==> config.mk <==
export PLATFORM = sky130hd
export DESIGN_NAME = mulacc_multi_cfu
export DESIGN_NICKNAME = d
export VERILOG_FILES = /design/src/rtl/mulacc_multi_cfu.sv
export SDC_FILE = /design/constraint.sdc
export NUM_CORES = 2
export LEC_CHECK = 0
export CAP_MARGIN = 10
export CORE_MARGIN = 2
export CORE_UTILIZATION = 40
export CTS_CLUSTER_SIZE = 20
export DETAILED_ROUTE_END_ITERATION = 6
export GPL_TIMING_DRIVEN = 1
export PLACE_DENSITY = 0.57
export SYNTH_ARGS = -nofsm -noshare
export SYNTH_HDL_FRONTEND = slang
export SYNTH_SLANG_ARGS = --single-unit
==> constraint.sdc <==
create_clock -name clock -period 6.8 [get_ports clock]
set_input_delay 1.36 -clock clock [delete_from_list [all_inputs] [get_ports clock]]
set_output_delay 1.36 -clock clock [all_outputs]
set_load 0.005 [all_outputs]
==> src/rtl/mulacc_multi_cfu.sv <==
// Pipelined multiply-accumulate CFU with CFU_STATES independent accumulators,
// valid/ready backpressure, and error responses for bad function or state ids.
module mulacc_multi_cfu #(
    parameter int CFU_FUNCTION_ID_W = 3,
    parameter int CFU_REQ_RESP_ID_W = 6,
    parameter int CFU_STATE_ID_W    = 2,
    parameter int CFU_STATES        = 4,
    parameter int CFU_REQ_DATA_W    = 32,
    parameter int CFU_RESP_DATA_W   = 32,
    parameter int CFU_ERROR_ID_W    = 32,
    parameter int CFU_LATENCY       = 3,
    parameter int CFU_SIGNED        = 0
) (
    input  logic                          clock,
    input  logic                          reset_n,
    input  logic                          req_valid,
    output logic                          req_ready,
    input  logic [CFU_FUNCTION_ID_W-1:0]  req_function_id,
    input  logic [CFU_STATE_ID_W-1:0]     req_state_id,
    input  logic [CFU_REQ_RESP_ID_W-1:0]  req_id,
    input  logic [CFU_REQ_DATA_W-1:0]     req_data0,
    input  logic [CFU_REQ_DATA_W-1:0]     req_data1,
    output logic                          resp_valid,
    input  logic                          resp_ready,
    output logic [CFU_REQ_RESP_ID_W-1:0]  resp_id,
    output logic [CFU_RESP_DATA_W-1:0]    resp_data,
    output logic                          resp_ok,
    output logic [CFU_ERROR_ID_W-1:0]     resp_error_id
);
    localparam int W    = CFU_REQ_DATA_W;
    localparam int NSTG = CFU_LATENCY - 1;
    localparam int LAST = NSTG - 1;

    typedef enum logic [2:0] {
        OP_CLEAR  = 3'd0,
        OP_MULACC = 3'd1,
        OP_MULSUB = 3'd2,
        OP_READ   = 3'd3,
        OP_LOAD   = 3'd4
    } op_e;

    localparam logic [1:0] ERR_NONE  = 2'd0;
    localparam logic [1:0] ERR_FUNC  = 2'd1;
    localparam logic [1:0] ERR_STATE = 2'd2;
    localparam logic [CFU_FUNCTION_ID_W-1:0] FID_MAX = CFU_FUNCTION_ID_W'(4);
    localparam logic [CFU_STATE_ID_W:0] STATE_LIMIT = (CFU_STATE_ID_W + 1)'(CFU_STATES);

    logic advance;
    logic accept;

    assign advance   = !resp_valid || resp_ready;
    assign req_ready = advance;
    assign accept    = req_valid && advance;

    // Only the low W bits of the product are kept; sign extension is what
    // distinguishes the two modes on the full-width product.
    logic [W-1:0] prod_w;
    if (CFU_SIGNED != 0) begin : g_signed
        assign prod_w = W'({{W{req_data0[W-1]}}, req_data0} * {{W{req_data1[W-1]}}, req_data1});
    end else begin : g_unsigned
        assign prod_w = W'({{W{1'b0}}, req_data0} * {{W{1'b0}}, req_data1});
    end

    op_e        dec_op;
    logic [1:0] dec_err;

    always_comb begin
        case (req_function_id[2:0])
            3'd0:    dec_op = OP_CLEAR;
            3'd1:    dec_op = OP_MULACC;
            3'd2:    dec_op = OP_MULSUB;
            3'd4:    dec_op = OP_LOAD;
            default: dec_op = OP_READ;
        endcase
        if (req_function_id > FID_MAX) begin
            dec_err = ERR_FUNC;
        end else if ({1'b0, req_state_id} >= STATE_LIMIT) begin
            dec_err = ERR_STATE;
        end else begin
            dec_err = ERR_NONE;
        end
    end

    logic                         stg_valid_q [NSTG];
    logic                         stg_valid_d [NSTG];
    op_e                          stg_op_q    [NSTG];
    op_e                          stg_op_d    [NSTG];
    logic [1:0]                   stg_err_q   [NSTG];
    logic [1:0]                   stg_err_d   [NSTG];
    logic [CFU_STATE_ID_W-1:0]    stg_state_q [NSTG];
    logic [CFU_STATE_ID_W-1:0]    stg_state_d [NSTG];
    logic [CFU_REQ_RESP_ID_W-1:0] stg_id_q    [NSTG];
    logic [CFU_REQ_RESP_ID_W-1:0] stg_id_d    [NSTG];
    logic [W-1:0]                 stg_a_q     [NSTG];
    logic [W-1:0]                 stg_a_d     [NSTG];
    logic [W-1:0]                 stg_prod_q  [NSTG];
    logic [W-1:0]                 stg_prod_d  [NSTG];

    always_comb begin
        for (int i = 0; i < NSTG; i++) begin
            stg_valid_d[i] = stg_valid_q[i];
            stg_op_d[i]    = stg_op_q[i];
            stg_err_d[i]   = stg_err_q[i];
            stg_state_d[i] = stg_state_q[i];
            stg_id_d[i]    = stg_id_q[i];
            stg_a_d[i]     = stg_a_q[i];
            stg_prod_d[i]  = stg_prod_q[i];
        end
        if (advance) begin
            stg_valid_d[0] = accept;
            stg_op_d[0]    = dec_op;
            stg_err_d[0]   = dec_err;
            stg_state_d[0] = req_state_id;
            stg_id_d[0]    = req_id;
            stg_a_d[0]     = req_data0;
            stg_prod_d[0]  = prod_w;
            for (int i = 1; i < NSTG; i++) begin
                stg_valid_d[i] = stg_valid_q[i-1];
                stg_op_d[i]    = stg_op_q[i-1];
                stg_err_d[i]   = stg_err_q[i-1];
                stg_state_d[i] = stg_state_q[i-1];
                stg_id_d[i]    = stg_id_q[i-1];
                stg_a_d[i]     = stg_a_q[i-1];
                stg_prod_d[i]  = stg_prod_q[i-1];
            end
        end
    end

    always_ff @(posedge clock or negedge reset_n) begin
        if (!reset_n) begin
            for (int i = 0; i < NSTG; i++) begin
                stg_valid_q[i] <= 1'b0;
                stg_op_q[i]    <= OP_READ;
                stg_err_q[i]   <= ERR_NONE;
                stg_state_q[i] <= '0;
                stg_id_q[i]    <= '0;
                stg_a_q[i]     <= '0;
                stg_prod_q[i]  <= '0;
            end
        end else begin
            for (int i = 0; i < NSTG; i++) begin
                stg_valid_q[i] <= stg_valid_d[i];
                stg_op_q[i]    <= stg_op_d[i];
                stg_err_q[i]   <= stg_err_d[i];
                stg_state_q[i] <= stg_state_d[i];
                stg_id_q[i]    <= stg_id_d[i];
                stg_a_q[i]     <= stg_a_d[i];
                stg_prod_q[i]  <= stg_prod_d[i];
            end
        end
    end

    logic [W-1:0] acc_vec [CFU_STATES];
    logic [W-1:0] acc_cur;
    logic [W-1:0] acc_new;
    logic         commit;

    // The accumulator write and the response load share one edge, so the
    // next op on the same accumulator always reads the committed value.
    for (genvar gi = 0; gi < CFU_STATES; gi++) begin : g_acc
        logic [W-1:0] acc_q;
        logic [W-1:0] acc_d;

        always_comb begin
            acc_d = acc_q;
            if (commit && (stg_state_q[LAST] == CFU_STATE_ID_W'(gi))) begin
                acc_d = acc_new;
            end
        end

        always_ff @(posedge clock or negedge reset_n) begin
            if (!reset_n) begin
                acc_q <= '0;
            end else begin
                acc_q <= acc_d;
            end
        end

        assign acc_vec[gi] = acc_q;
    end

    logic                         resp_valid_q, resp_valid_d;
    logic [CFU_REQ_RESP_ID_W-1:0] resp_id_q, resp_id_d;
    logic [CFU_RESP_DATA_W-1:0]   resp_data_q, resp_data_d;
    logic                         resp_ok_q, resp_ok_d;
    logic [CFU_ERROR_ID_W-1:0]    resp_error_id_q, resp_error_id_d;

    always_comb begin
        acc_cur = '0;
        for (int i = 0; i < CFU_STATES; i++) begin
            if (stg_state_q[LAST] == CFU_STATE_ID_W'(i)) begin
                acc_cur = acc_vec[i];
            end
        end
        case (stg_op_q[LAST])
            OP_CLEAR:  acc_new = '0;
            OP_MULACC: acc_new = acc_cur + stg_prod_q[LAST];
            OP_MULSUB: acc_new = acc_cur - stg_prod_q[LAST];
            OP_LOAD:   acc_new = stg_a_q[LAST];
            default:   acc_new = acc_cur;
        endcase
        commit = advance && stg_valid_q[LAST] && (stg_err_q[LAST] == ERR_NONE);

        resp_valid_d    = resp_valid_q;
        resp_id_d       = resp_id_q;
        resp_data_d     = resp_data_q;
        resp_ok_d       = resp_ok_q;
        resp_error_id_d = resp_error_id_q;
        if (advance) begin
            resp_valid_d = stg_valid_q[LAST];
            if (stg_valid_q[LAST]) begin
                resp_id_d       = stg_id_q[LAST];
                resp_ok_d       = (stg_err_q[LAST] == ERR_NONE);
                resp_data_d     = (stg_err_q[LAST] == ERR_NONE) ? acc_new : '0;
                resp_error_id_d = CFU_ERROR_ID_W'(stg_err_q[LAST]);
            end
        end
    end

    always_ff @(posedge clock or negedge reset_n) begin
        if (!reset_n) begin
            resp_valid_q    <= 1'b0;
            resp_id_q       <= '0;
            resp_data_q     <= '0;
            resp_ok_q       <= 1'b0;
            resp_error_id_q <= '0;
        end else begin
            resp_valid_q    <= resp_valid_d;
            resp_id_q       <= resp_id_d;
            resp_data_q     <= resp_data_d;
            resp_ok_q       <= resp_ok_d;
            resp_error_id_q <= resp_error_id_d;
        end
    end

    assign resp_valid    = resp_valid_q;
    assign resp_id       = resp_id_q;
    assign resp_data     = resp_data_q;
    assign resp_ok       = resp_ok_q;
    assign resp_error_id = resp_error_id_q;

endmodule

==> impl_metrics.tcl <==
set metrics [dict create \
    status "finished, violations left" \
    failed_checks "negative setup slack" \
    hold_start "stg_op_q[4]$_DFFE_PN1N_" \
    synth_area_per_cell_um2 9.31 \
    relSlewSlack_pct 23.8 \
    cts_buffers 35 \
    r2r-end "g_acc[3].acc_q[21]$_DFFE_PN0P_" \
    hold_violations 0 \
    grt_use_total_pct 22.9 \
    place_area_um2 35500 \
    port_buffers 120 \
    ys.flop_type "dfrtp_1" \
    num_rows 102 \
    critPathCaptureType "flop" \
    grt_pass1_vias 25000 \
    dp.cells 4599 \
    die_w_um 283 \
    cp_top_family "adder cells" \
    synth_top_family_by_area "adder cells" \
    synth-adder-area-share_pct 32.6 \
    vias 23600 \
    synth-simple-area-share_pct 18.2 \
    ios 152 \
    setup_viol 17 \
    synthDistinctLibCells 81 \
    die_area_um2 80000 \
    ff2ff_path_depth 14 \
    yosys.area.top_type "fa_1" \
    synth_warnings 0 \
    finalWorstSetupSlack_ns -0.450 \
    timing.setup.critical_path_class "input port to flop" \
    gp_congestion 0.879 \
    grt-ovfl-total 0 \
    required_ns 7.19 \
    grt_max_degree 167 \
    fin_nets 4317 \
    dr.pass1.iters 5 \
    post-route-min-period_ns 7.25 \
    synthXorXnorAreaFrac_pct 3.77 \
    finalWirelength_um 88800 \
    hpwl_um 68000 \
    drive_gt1_share_pct 20.1 \
    min_path_cells 2 \
    synth_area_leaders "fa_1 (26%), dfrtp_1 (26%), nand2_1 (9.6%)" \
    dieHeight_um 283 \
    clkTransAtPathRegs_ns 0.06 \
    path_common_cell "fa_1" \
    dp_worst_setup_slack_ns -1.50 \
    synth-compound-area-share_pct 7.74 \
    grt_pass1_wl_um 142000 \
    clock_latency_ns 0.54 \
    hold_class "flop to flop" \
    start_util_pct 40.3 \
    critical_path.slowest_cell "fa_1" \
    fin_cells 4737 \
    core_area_um2 77200 \
    antenna_cells 0 \
    drv_slew 0 \
    reg2reg_from "stg_prod_q[6]$_DFFE_PN0N_" \
    clk_path_buf_depth 3 \
    synth_area_um2 31100 \
    max_stage_delay_ns 0.52 \
    grt_antenna_before_repair 0 \
    critPathMaxFanout 6 \
    synth_edf_count 0 \
    wire_per_inst_um 18.8 \
    fmax_mhz 138 \
    cp-start-kind "input port" \
    hold_buffers 0 \
    synth_top_area_share_pct 26.3 \
    fin_crit_sh_pct 107 \
    synth_async_sr_flop_share_pct 100 \
    synthCells 3340 \
    syn2layout_area_growth_pct 23.3 \
    path_buf_inv 11 \
    ys_ff_latch 323 \
    rsz0062_at_grt "true" \
    cts_sinks 323 \
    viasPerCell 4.98 \
    h-tree-depth 2 \
    root_buffer "clkbuf_16" \
    worstMarginPinSlew_ns 1.14 \
    seq_area_frac_synth_pct 26.0 \
    synthMuxAreaShare_pct 3.65 \
    cp.arrival_ns 7.64 \
    fin_area_um2 38300 \
    remaining_drc_errors 0 \
    r2r_slack_ns 1.58 \
    cts_tree "done" \
    drt_iter0_markers 1536 \
    max-cap-violations 0 \
    hold_end "stg_op_q[1]$_DFFE_PN1N_" \
    antenna_left 0 \
    finalSetupTns_ns -3.94 \
    finClkSkew_ns 0.0343 \
]
==> cell type report <==
type	instances	area, µm²
flip-flops and latches	323	8090
repair buffers	479	4720
clock inverters	11	149
well taps	1040	1300
multi-input cells	2425	21500
inverters	410	1540
fillers	7320	38900
clock buffers	49	998
==> registers in the layout (all words and copies together), names as in the netlist <==
signal         count
resp_error_id      1
resp_ok            1
resp_id            6
stg_prod_q        64
resp_data         32
stg_state_q        4
stg_a_q           64
resp_valid         1
stg_err_q          2
g_acc.acc_q      128
stg_id_q          12
stg_op_q           6
stg_valid_q        2
==> worst max-delay path by stage <==
stage / startpoint / endpoint / slack (ns) / cells past startpoint
5_1_grt: req_data1[9] / stg_prod_q[62]$_DFFE_PN0N_ / -0.64 / 25
4_1_cts: req_data0[16] / stg_prod_q[63]$_DFFE_PN0N_ / -0.44 / 25
6_report: req_data1[3] / stg_prod_q[56]$_DFFE_PN0N_ / -0.45 / 27
3_5_place_dp: req_data0[9] / stg_prod_q[62]$_DFFE_PN0N_ / -1.50 / 24
2_1_floorplan: req_data1[4] / stg_prod_q[60]$_DFFE_PN0N_ / -0.54 / 25
3_3_place_gp: req_data0[16] / stg_prod_q[62]$_DFFE_PN0N_ / -1.43 / 26
==> worst reg2reg max path, stage by stage (launching register included) <==
cell	delay (ns)
dfrtp_1	0.45
or4_1	0.60
or2_2	0.34
o31ai_1	0.26
xor2_1	0.13
ha_1	0.38
nand3_1	0.18
nor4_1	0.28
a21boi_1	0.24
o21ai_1	0.16
o31ai_1	0.57
a22o_1	0.51
a211oi_1	0.09
a221oi_1	0.71
o21ai_0	0.20
==> metrics by stage <==
| stage | util [%] | hold slack [ns] |
|---|---|---|
| floorplan | - | 0.435 |
| global placement | 46.0 | 0.449 |
| detailed placement | 46.0 | 0.450 |
| CTS | 49.2 | 0.463 |
| global route | 49.7 | 0.475 |
| finish | 49.7 | 0.461 |
==> layer usage <==
layer  global-route usage [%]  wire, µm
met5                        0         0
met4                     6.00      2390
met3                     2.11      3410
met2                     39.3     43300
met1                     31.2     39700
==> logic make-up (layout without fill, tap and decap cells) <==
kind of cell | Yosys count | count (layout)
xor gates and xnor gates | 134 | 134
muxes | 69 | 69
buffers and inverters | 622 | 949
DFF | 323 | 323
other | 1 | 31
adders and majority gates | 565 | 565
AOI/OAI and AO/OA | 381 | 381
and+or+nand+nor | 1245 | 1245
==> synthesized netlist by cell type, drive strengths merged (32+ instances only) <==
cell type / count
xor2: 48
inv: 410
mux4: 32
and2: 285
fa: 409
xnor2: 86
clkbuf: 170
dfrtp: 319
nand2: 798
mux2: 35
ha: 155
buf: 41
nor2: 57
a21oi: 67
o21ai: 168
==> cell usage in the layout, fill, tap and decap left out, types with 32 or more instances in the layout <==
cell type        instances
a21oi_1                 60
and2_1                 250
and2_4                  35
buf_12                  35
buf_4                  262
buf_6                   56
clkbuf_16               36
clkdlybuf4s50_1         75
dfrtp_1                318
fa_1                   363
fa_2                    46
ha_1                   125
inv_1                  375
inv_2                   34
mux2_2                  35
mux4_2                  32
nand2_1                788
nor2_1                  51
o21ai_0                156
xnor2_1                 83
xor2_1                  47
==> timing repair <==
action                                  4_1_cts  5_1_grt
cloned                                        9        1
gates resized for setup                     300      116
endpoints found under the setup margin       20       18
pin swaps                                   154       73
setup buffers                                64       16
Power is not shown: default switching activity piles up to over one toggle a cycle in this logic, so the estimate is an artifact.
